**src/rtl/seq_mult4.sv**
```systemverilog
// -----------------------------------------------------------------------------
// seq_mult4 -- sequential shift-and-add unsigned multiplier.
//
// Captures A_in/B_in on a start request and retires one partial product per
// clock. After WIDTH iterations the sum is written to the registered product
// output, and done strobes for one cycle.
//
// Ports:
//   clk      in   1        rising-edge clock
//   rst      in   1        synchronous active-high reset
//   start    in   1        request a multiplication
//   A_in     in   WIDTH    multiplicand (from enableblock A_out)
//   B_in     in   WIDTH    multiplier   (from enableblock B_out)
//   busy     out  1        high in CALC or DONE
//   done     out  1        one-cycle strobe, product valid
//   product  out  2*WIDTH  registered result, held until next completion
// -----------------------------------------------------------------------------
module seq_mult4 #(
  parameter int WIDTH = 4
) (
  input  logic               clk,
  input  logic               rst,
  input  logic               start,
  input  logic [WIDTH-1:0]   A_in,
  input  logic [WIDTH-1:0]   B_in,
  output logic               busy,
  output logic               done,
  output logic [2*WIDTH-1:0] product
);

  localparam int PW    = 2 * WIDTH;
  localparam int CNT_W = $clog2(WIDTH) + 1;

  typedef enum logic [1:0] {
    S_IDLE = 2'b00,
    S_CALC = 2'b01,
    S_DONE = 2'b10
  } state_t;

  state_t             r_state;
  state_t             w_state_nxt;
  logic [PW-1:0]      r_acc;
  logic [PW-1:0]      r_mcand;
  logic [WIDTH-1:0]   r_mplier;
  logic [CNT_W-1:0]   r_cnt;
  logic [PW-1:0]      r_product;

  logic               w_load;
  logic               w_last;
  logic [PW-1:0]      w_sum;

  // DONE also serves as the acceptance slot for a new start, so a start held
  // high restarts immediately and operations run at one per WIDTH+1 cycles.
  assign w_load = start && ((r_state == S_IDLE) || (r_state == S_DONE));
  assign w_last = (r_state == S_CALC) && (r_cnt == CNT_W'(WIDTH - 1));
  assign w_sum  = r_mplier[0] ? (r_acc + r_mcand) : r_acc;

  // Next-state logic.
  always_comb begin
    // NOTE: default first so every path assigns w_state_nxt and no latch is inferred.
    w_state_nxt = S_IDLE;
    case (r_state)
      S_IDLE: w_state_nxt = w_load ? S_CALC : S_IDLE;
      S_CALC: w_state_nxt = w_last ? S_DONE : S_CALC;
      S_DONE: w_state_nxt = w_load ? S_CALC : S_IDLE;
      default: w_state_nxt = S_IDLE;  // unused code 2'b11 recovers to IDLE
    endcase
  end

  // State register and datapath.
  // NOTE: sequential state uses non-blocking assignments so all registers
  // update from the same pre-edge values.
  always_ff @(posedge clk) begin
    if (rst) begin
      r_state   <= S_IDLE;
      r_acc     <= '0;
      r_mcand   <= '0;
      r_mplier  <= '0;
      r_cnt     <= '0;
      r_product <= '0;
    end else begin
      r_state <= w_state_nxt;
      if (w_load) begin
        r_mcand  <= {{WIDTH{1'b0}}, A_in};
        r_mplier <= B_in;
        r_acc    <= '0;
        r_cnt    <= '0;
      end else if (r_state == S_CALC) begin
        r_acc    <= w_sum;
        r_mcand  <= r_mcand << 1;
        r_mplier <= r_mplier >> 1;
        r_cnt    <= r_cnt + 1'b1;
        // The final iteration's sum goes straight to the output register.
        if (w_last) begin
          r_product <= w_sum;
        end
      end
    end
  end

  assign busy    = (r_state == S_CALC) || (r_state == S_DONE);
  assign done    = (r_state == S_DONE);
  assign product = r_product;

endmodule

```
**config.mk**
```make
export PLATFORM = sky130hd
export DESIGN_NAME = seq_mult4
export DESIGN_NICKNAME = d
export VERILOG_FILES = /design/src/rtl/seq_mult4.sv
export SDC_FILE = /design/constraint.sdc
export NUM_CORES = 1
export LEC_CHECK = 0
export ABC_CLOCK_PERIOD_IN_PS = 2350
export BUFFER_PORTS_ARGS = -buffer_cell sky130_fd_sc_hd__buf_2
export CORE_ASPECT_RATIO = 1.2
export CORE_MARGIN = 2
export CORE_UTILIZATION = 55
export CTS_CLUSTER_SIZE = 12
export DETAILED_ROUTE_END_ITERATION = 10
export PLACE_DENSITY = 0.76
export SETUP_SLACK_MARGIN = 0.05
export SYNTH_ARGS = -nofsm -noshare
export SYNTH_HDL_FRONTEND = slang
export SYNTH_SLANG_ARGS = --single-unit
```
**constraint.sdc**
```tcl
create_clock -name clk -period 2.35 [get_ports clk]
set_input_delay 0.47 -clock clk [delete_from_list [all_inputs] [get_ports clk]]
set_output_delay 0.47 -clock clk [all_outputs]
set_load 0.02 [all_outputs]
```
### Word level (Yosys, flattened, before mapping)

Index checks and enable logic that the tools add are counted.

* flip-flop bits (word level): 33
* latch bits: 0
* memory bits (writable): 0
* bits in read-only memories: 0
* output and inout bits: 10
* memories kept: 0

* add/subtract/negate cells: 2
* $mul: 0
* div/mod/pow operators: 0
* $lt $le $gt $ge: 0
* equality and inequality tests: 3
* shift-type cells: 0
* mux-type cells: 8
* bitwise logic cells: 1
* reductions and logical operators: 9

Operator list (count)
* $mux 4: 4
* $add 8x8->8: 1
* $mux 8: 1
* $pmux 2 s2: 1
* $reduce_or 2->1: 2
* $add 3x1->3 const B: 1
* $eq 3x2->1 const B: 1
* $reduce_and 3->1: 1
* $eq 2x1->1 const B: 1
* $eq 2x2->1 const B: 1
* $logic_and 1x1->1: 2
* $logic_not 2->1: 1
* $logic_or 1x1->1: 2
* $mux 2: 1
* $reduce_bool 2->1: 1
* $mux 1: 1
* $not 1->1: 1

### Depth between registers and ports, before layout

Gate-level depths: netlist (run 1).

* word-level depth: 5
* mapped depth: 8
* depth with buffers taken out: 8

### Least setup slack after synthesis (run 1)

Ideal clock, no wire load.

* path type: reg-to-reg
* start point: reg r_acc[0]
* end point: reg r_acc[4]
* library setup time: 86 ps
* data arrival time: 1687 ps
* data required time: 2264 ps
* slack: 578 ps
* cell stages (with the launch flop): 9
* path through: dfxtp_1 > ha_1 > inv_1 > fa_1 > nor2b_1 > o21a_1 > nor3_1 > o31a_1 > a211oi_1

* word-level cells in the longest chain between the ends: 2

RTL lines
* start, declared: RTL line 42 `logic [PW-1:0] r_acc;`
* start signal, assigned: RTL line 89 `r_acc <= w_sum;`
* $add 8x8->8: RTL line 56 `assign w_sum = r_mplier[0] ? (r_acc + r_mcand) : r_acc;`
* $mux 8: RTL line 56

Every way passes these cells.
A chain may end at the register's enable or synchronous reset.

### Final worst setup path (run 1)

Same ends and word-level chain as after synthesis.

==> impl_metrics.yaml, run 1 <==
finish:
  fillCellCount: 268
  final_common_cell: "dfxtp_1"
  area_growth_pct: 10.7
  layoutNonFillerInstCount: 249
  multiInputGateArea_um2: 977
  final_cell_mix: "dfxtp_1 (33), nor2_1 (30), buf_2 (20)"
  finish.utilization: 0.636
  nNetsFinal: 237
  drive_gt1_frac: 0.155
  diodes: 0
  regArea_um2: 661
timing:
  finalSetupViolations: 0
  slew_violations: 0
  period_share: 0.850
  relSlewSlack: 0.579
  worst_slew_pin_slew_ps: 632
  fmax_ghz: 0.501
  hold_violations: 0
  worst_clock_skew_ps: 11.4
  tns_ps: 0
  setup_slack_ps: 353
  rsz0062_at_grt: "false"
  period_needed_ps: 2000
clock_network:
  cts_hold_buf: 0
  clock_latency_ps: 340
  cts_resized: 0
  cts_made_buffers: 5
  h-tree-depth: 2
  path_clk_slew_ps: 100
  cts.sink_count: 33
  cts.path.max_buffers: 2
  cts-root-buf: "clkbuf_4"
  cts_tree: "built"
  post_cts_buffers: 0
logic_synthesis:
  syn_inst: 192
  yosysSeqAreaShare: 0.380
  synth_top_flop_cell: "dfxtp_1"
  synth_edf_count: 0
  ys_seq_elements: 33
  async_flop_share: 0
  syn-mean-instance-area_um2: 9.05
  syn_area_mm2: 0.00174
  syn_nets: 217
  ys_types: 38
  yosys_warnings: 0
routing:
  final_antenna_net_count: 0
  drt_iter0_markers: 28
  vias: 1426
  vias_per_cell: 5.73
  totalWireLength_um: 3600
  wl_per_cell_um: 14.5
  drc: 0
  firstDrtPassIters: 4
place:
  numPortBuffers: 20
  gp_congestion: 0.896
  post-place-ws_ps: 370
  dp.final_hpwl_um: 2560
  placed_cells: 241
status:
  outcome: "complete, no violations"
setup_path:
  cp.required_ps: 2600
  cp-start-kind: "flop"
  path_max_fanout: 3
  path_delay_family: "compound AO/OA/AOI/OAI gates"
  max_stage_delay_ps: 400
  cp_slowest_cell: "fa_1"
  crit_chain: "ha_1 > inv_1 > fa_1 > nor2b_1 > o21a_1 > nor3_1 > o31a_1 > a211oi_1"
  worstPathArrival_ps: 2250
  worstSetupPathType: "flop to flop"
  endpoint_kind: "flop"
  crit_buf_inv: 1
floorplan:
  ios: 21
  core_mm2: 0.00303
  die_w_um: 55.3
  die_height_um: 65.6
  initial_core_util: 0.574
  design.die.area_mm2: 0.00363
  rows: 22
job:
  maxCapViolations: 0
global_route:
  antenna_found_initial: 0
  track_usage: 0.218
  first_global_vias: 1388
  grt_start_max_net_pins: 21
  grt_pass1_wl_um: 6190
  overflow: 0
pwr:
  share_seq_of_total_power: 0.506
  leakagePower_nw: 0.779
  power_frac_clock: 0.376
  power_switching_mw: 0.293
  combPwrFrac: 0.118
  powerDensity_mw_per_mm2: 615
  peakVddDrop_mv: 0.528
  intPower_mw: 0.891
  power_mw: 1.18
  netSwitchingFraction: 0.247
worst_hold_path:
  hold_class: "input port to flop"
cell usage after synthesis, types with 2 or more instances:
cell type   n  area [µm²]
a211oi_1   18         135
o31a_1      2        17.5
nand3b_1    2        15.0
o21ai_0     2        10.0
o21a_1      3        22.5
xnor2_1     2        17.5
ha_1       13         163
inv_1       9        33.8
a21oi_1    10        50.1
nor3_1      3        15.0
nor2b_1     5        31.3
clkbuf_8    2        27.5
nand2b_1    2        12.5
clkbuf_1    5        18.8
nor2_1     30         113
dfxtp_1    33         661
nand2_1    13        48.8
mux2i_1    16         160
xor2_1      3        26.3
cell type report:
class                      count  share of cell area
tap                           36              0.0234
inverter                       9              0.0176
clock inverter                 1              0.0156
timing repair buffer          23              0.0637
multi-input combinational    140               0.508
clock buffer                   7              0.0286
sequential                    33               0.343
power groups by stage:
stage          registers (mW)  clock network [mW]  logic [mW]
4_1_cts                 0.599               0.452       0.139
5_1_grt                 0.602               0.469       0.157
6_report                0.599               0.446       0.139
2_1_floorplan           0.602                   0       0.113
3_3_place_gp            0.610                   0       0.133
3_5_place_dp            0.611                   0       0.138
worst min-delay path, cell delays in order:
cell and delay, ps:
buf_2 100, nand2_1 50, a21oi_1 50
worst paths after layout:
check / to / startpoint / cells after the start / slack (ps)
min: r_mcand[0]$_SDFFE_PP0P_ / A_in[0] / 3 / 370
min reg2reg: r_cnt[2]$_SDFFE_PP0P_ / r_cnt[2]$_SDFFE_PP0P_ / 2 / 490
max reg2reg: r_acc[4]$_SDFFE_PP0P_ / r_acc[0]$_SDFFE_PP0P_ / 8 / 350
max: r_acc[4]$_SDFFE_PP0P_ / r_acc[0]$_SDFFE_PP0P_ / 8 / 350
metal layers:
layer | global-route usage | up-vias | wire (µm)
met4 | 0.0976 | 0 | 44
met3 | 0.0571 | 7 | 205
met1 | 0.248 | 654 | 1520
met5 | 0 | - | 0
li1 | - | 718 | -
met2 | 0.382 | 47 | 1830
stage by stage:
step | hold slack [ps] | area (µm²)
finish | 374 | 1920
floorplan | 449 | 1740
global route | 368 | 1920
global placement | 461 | 1840
detailed placement | 473 | 1840
CTS | 365 | 1920
sequential cells by signal, indices dropped and copies added, names as in the netlist:
signal and count:
product 8, r_acc 8, r_mcand 8, r_mplier 4, r_cnt 3, r_state 2
cell families after synthesis:
| kind of cell | after synthesis | synth area share |
|---|---|---|
| XOR/XNOR | 5 | 0.0252 |
| AND/OR/NAND/NOR | 61 | 0.161 |
| multiplexers | 16 | 0.0922 |
| AO/OA/AOI/OAI | 44 | 0.179 |
| adder cells (fa/ha/maj) | 14 | 0.105 |
| flip-flops | 33 | 0.380 |
| buffers and inverters | 19 | 0.0576 |
(Power assumes the default switching activity.)
==> run 2, diff against run 1 <==
--- a/config.mk
+++ b/config.mk
@@ -5,7 +5,7 @@
 export SDC_FILE = /design/constraint.sdc
 export NUM_CORES = 1
 export LEC_CHECK = 0
-export ABC_CLOCK_PERIOD_IN_PS = 2350
+export ABC_CLOCK_PERIOD_IN_PS = 1900
 export BUFFER_PORTS_ARGS = -buffer_cell sky130_fd_sc_hd__buf_2
 export CORE_ASPECT_RATIO = 1.2
 export CORE_MARGIN = 2
==> constraint.sdc (replaced) <==
create_clock -name clk -period 1.9 [get_ports clk]
set_input_delay 0.38 -clock clk [delete_from_list [all_inputs] [get_ports clk]]
set_output_delay 0.38 -clock clk [all_outputs]
set_load 0.02 [all_outputs]
==> impl_metrics.yaml, run 2 (synthesis results as in run 1) <==
status:
  outcome: "complete, no violations"
place:
  placed_cells: 246
  gp_congestion: 0.828
  dp.final_hpwl_um: 2650
  dpl_cell_area_mm2: 0.00188
  numPortBuffers: 20
floorplan:
  ios: 21
  die_height_um: 65.6
  design.die.area_mm2: 0.00363
  initial_core_util: 0.574
  core_mm2: 0.00303
  die_w_um: 55.3
  rows: 22
pwr:
  power_switching_mw: 0.382
  netSwitchingFraction: 0.290
  intPower_mw: 0.938
  power_frac_clock: 0.297
  powerDensity_mw_per_mm2: 657
  leakagePower_nw: 0.817
  peakVddDrop_mv: 0.498
  combPwrFrac: 0.145
  share_seq_of_total_power: 0.558
setup_path:
  worstSetupPathType: "flop to flop"
  crit_chain: "ha_4 > inv_2 > fa_2 > nor2b_2 > o21a_1 > nor3_1 > o31a_1 > a211oi_2"
  max_stage_delay_ps: 380
  cp.required_ps: 2170
  cp-start-kind: "flop"
  r2r_cells: 8
  cp_slowest_cell: "dfxtp_4"
  endpoint_kind: "flop"
  path_max_fanout: 2
  worstPathArrival_ps: 2090
worst_hold_path:
  hold_class: "input port to flop"
  hold_depth: 3
global_route:
  met3_usage: 0.0354
  overflow: 0
  grt_pass1_wl_um: 6330
  grt_use_met1: 0.255
  grt_start_max_net_pins: 21
  track_usage: 0.225
  antenna_found_initial: 0
  grtUsageMet2: 0.400
  first_global_vias: 1400
  grt.busiest_layer: "met2"
routing:
  firstDrtPassIters: 4
  vias: 1449
  drc: 0
  drt_iter0_markers: 48
  vias_per_cell: 5.64
  final_antenna_net_count: 0
  wl_per_cell_um: 14.6
  totalWireLength_um: 3770
timing:
  worst_clock_skew_ps: 7.34
  worst_slew_pin_slew_ps: 393
  relSlewSlack: 0.738
  period_needed_ps: 1820
  rsz0062_at_grt: "true"
  hold_violations: 0
  finalSetupViolations: 0
  period_share: 0.959
  slew_violations: 0
  fmax_ghz: 0.549
finish:
  final_cell_mix: "nor2_1 (30), dfxtp_1 (30), buf_2 (20)"
  final_area_mm2: 0.00201
  layoutNonFillerInstCount: 257
  regArea_um2: 669
  diodes: 0
  multiInputGateArea_mm2: 0.00102
  nNetsFinal: 245
  drive_gt1_frac: 0.240
  finish.utilization: 0.663
  area_growth_pct: 15.6
  fillCellCount: 264
clock_network:
  cts-root-buf: "clkbuf_4"
  path_clk_slew_ps: 100
  cts.path.max_buffers: 2
  cts.sink_count: 33
  cts_made_buffers: 5
  clock_latency_ps: 350
  cts_hold_buf: 0
  cts_tree: "built"
  h-tree-depth: 2
job:
  maxCapViolations: 0
-- run 2: cell types whose count changed in the layout (fill, tap and decap cells not counted), sizes merged --
cell    before  now
clkinv       0    2
bufinv       1    0
buf         23   31
clkbuf       7    6
-- run 2: stage by stage --
stage / hold slack (ps) / setup TNS, ps / worst slack [ps] / power [mW]
6_report: 262 / 0 / 77.1 / 1.32
3_5_place_dp: 473 / -18.3 / -13.1 / 0.933
4_1_cts: 268 / 0 / 81.5 / 1.31
2_1_floorplan: 449 / 0 / 128 / 0.884
5_1_grt: 257 / 0 / 0.530 / 1.37
3_3_place_gp: 461 / 0 / 53.0 / 0.925
-- run 2: final cells by class --
type | instances | area share
Multi-Input combinational cell | 140 | 0.509
Inverter | 9 | 0.0168
Sequential cell | 33 | 0.333
Timing Repair Buffer | 31 | 0.0928
Tap cell | 36 | 0.0224
Clock inverter | 2 | 0.00498
Clock buffer | 6 | 0.0206
-- run 2: power by group through the flow --
stage / Clock, mW / Combinational [mW] / Sequential [mW]
6_report: 0.392 / 0.192 / 0.737
5_1_grt: 0.419 / 0.215 / 0.739
4_1_cts: 0.391 / 0.182 / 0.737
3_5_place_dp: 0 / 0.180 / 0.752
3_3_place_gp: 0 / 0.175 / 0.750
2_1_floorplan: 0 / 0.140 / 0.744
-- run 2: what timing repair did --
item / 4_1_cts / 5_1_grt
setup endpoints to repair: 3 / 5
pin swaps: 0 / 6
buffers inserted: 0 / 3
resized for setup: 4 / 15
-- run 2: path summary, 6_finish.rpt --
kind / to / start / slack [ps]
min: r_mcand[0]$_SDFFE_PP0P_ / A_in[0] / 260
max: product[4]$_SDFFE_PP0P_ / r_mcand[0]$_SDFFE_PP0P_ / 80
min reg2reg: r_acc[5]$_SDFFE_PP0P_ / r_acc[5]$_SDFFE_PP0P_ / 490
max reg2reg: product[4]$_SDFFE_PP0P_ / r_mcand[0]$_SDFFE_PP0P_ / 80
-- run 2: critical path: cells and delay by family (launching register included) --
kind	cells	cell delay, ps
buffers and inverters	1	40
AO/OA/AOI/OAI	3	640
flip-flops	1	380
AND/OR/NAND/NOR	2	180
adder cells (fa/ha/maj)	2	510
-- run 2: layer usage --
metal,routed length (µm),share of wire
met1,1660,0.44
met2,1920,0.51
met3,121,0.032
met4,61,0.016
met5,0,0
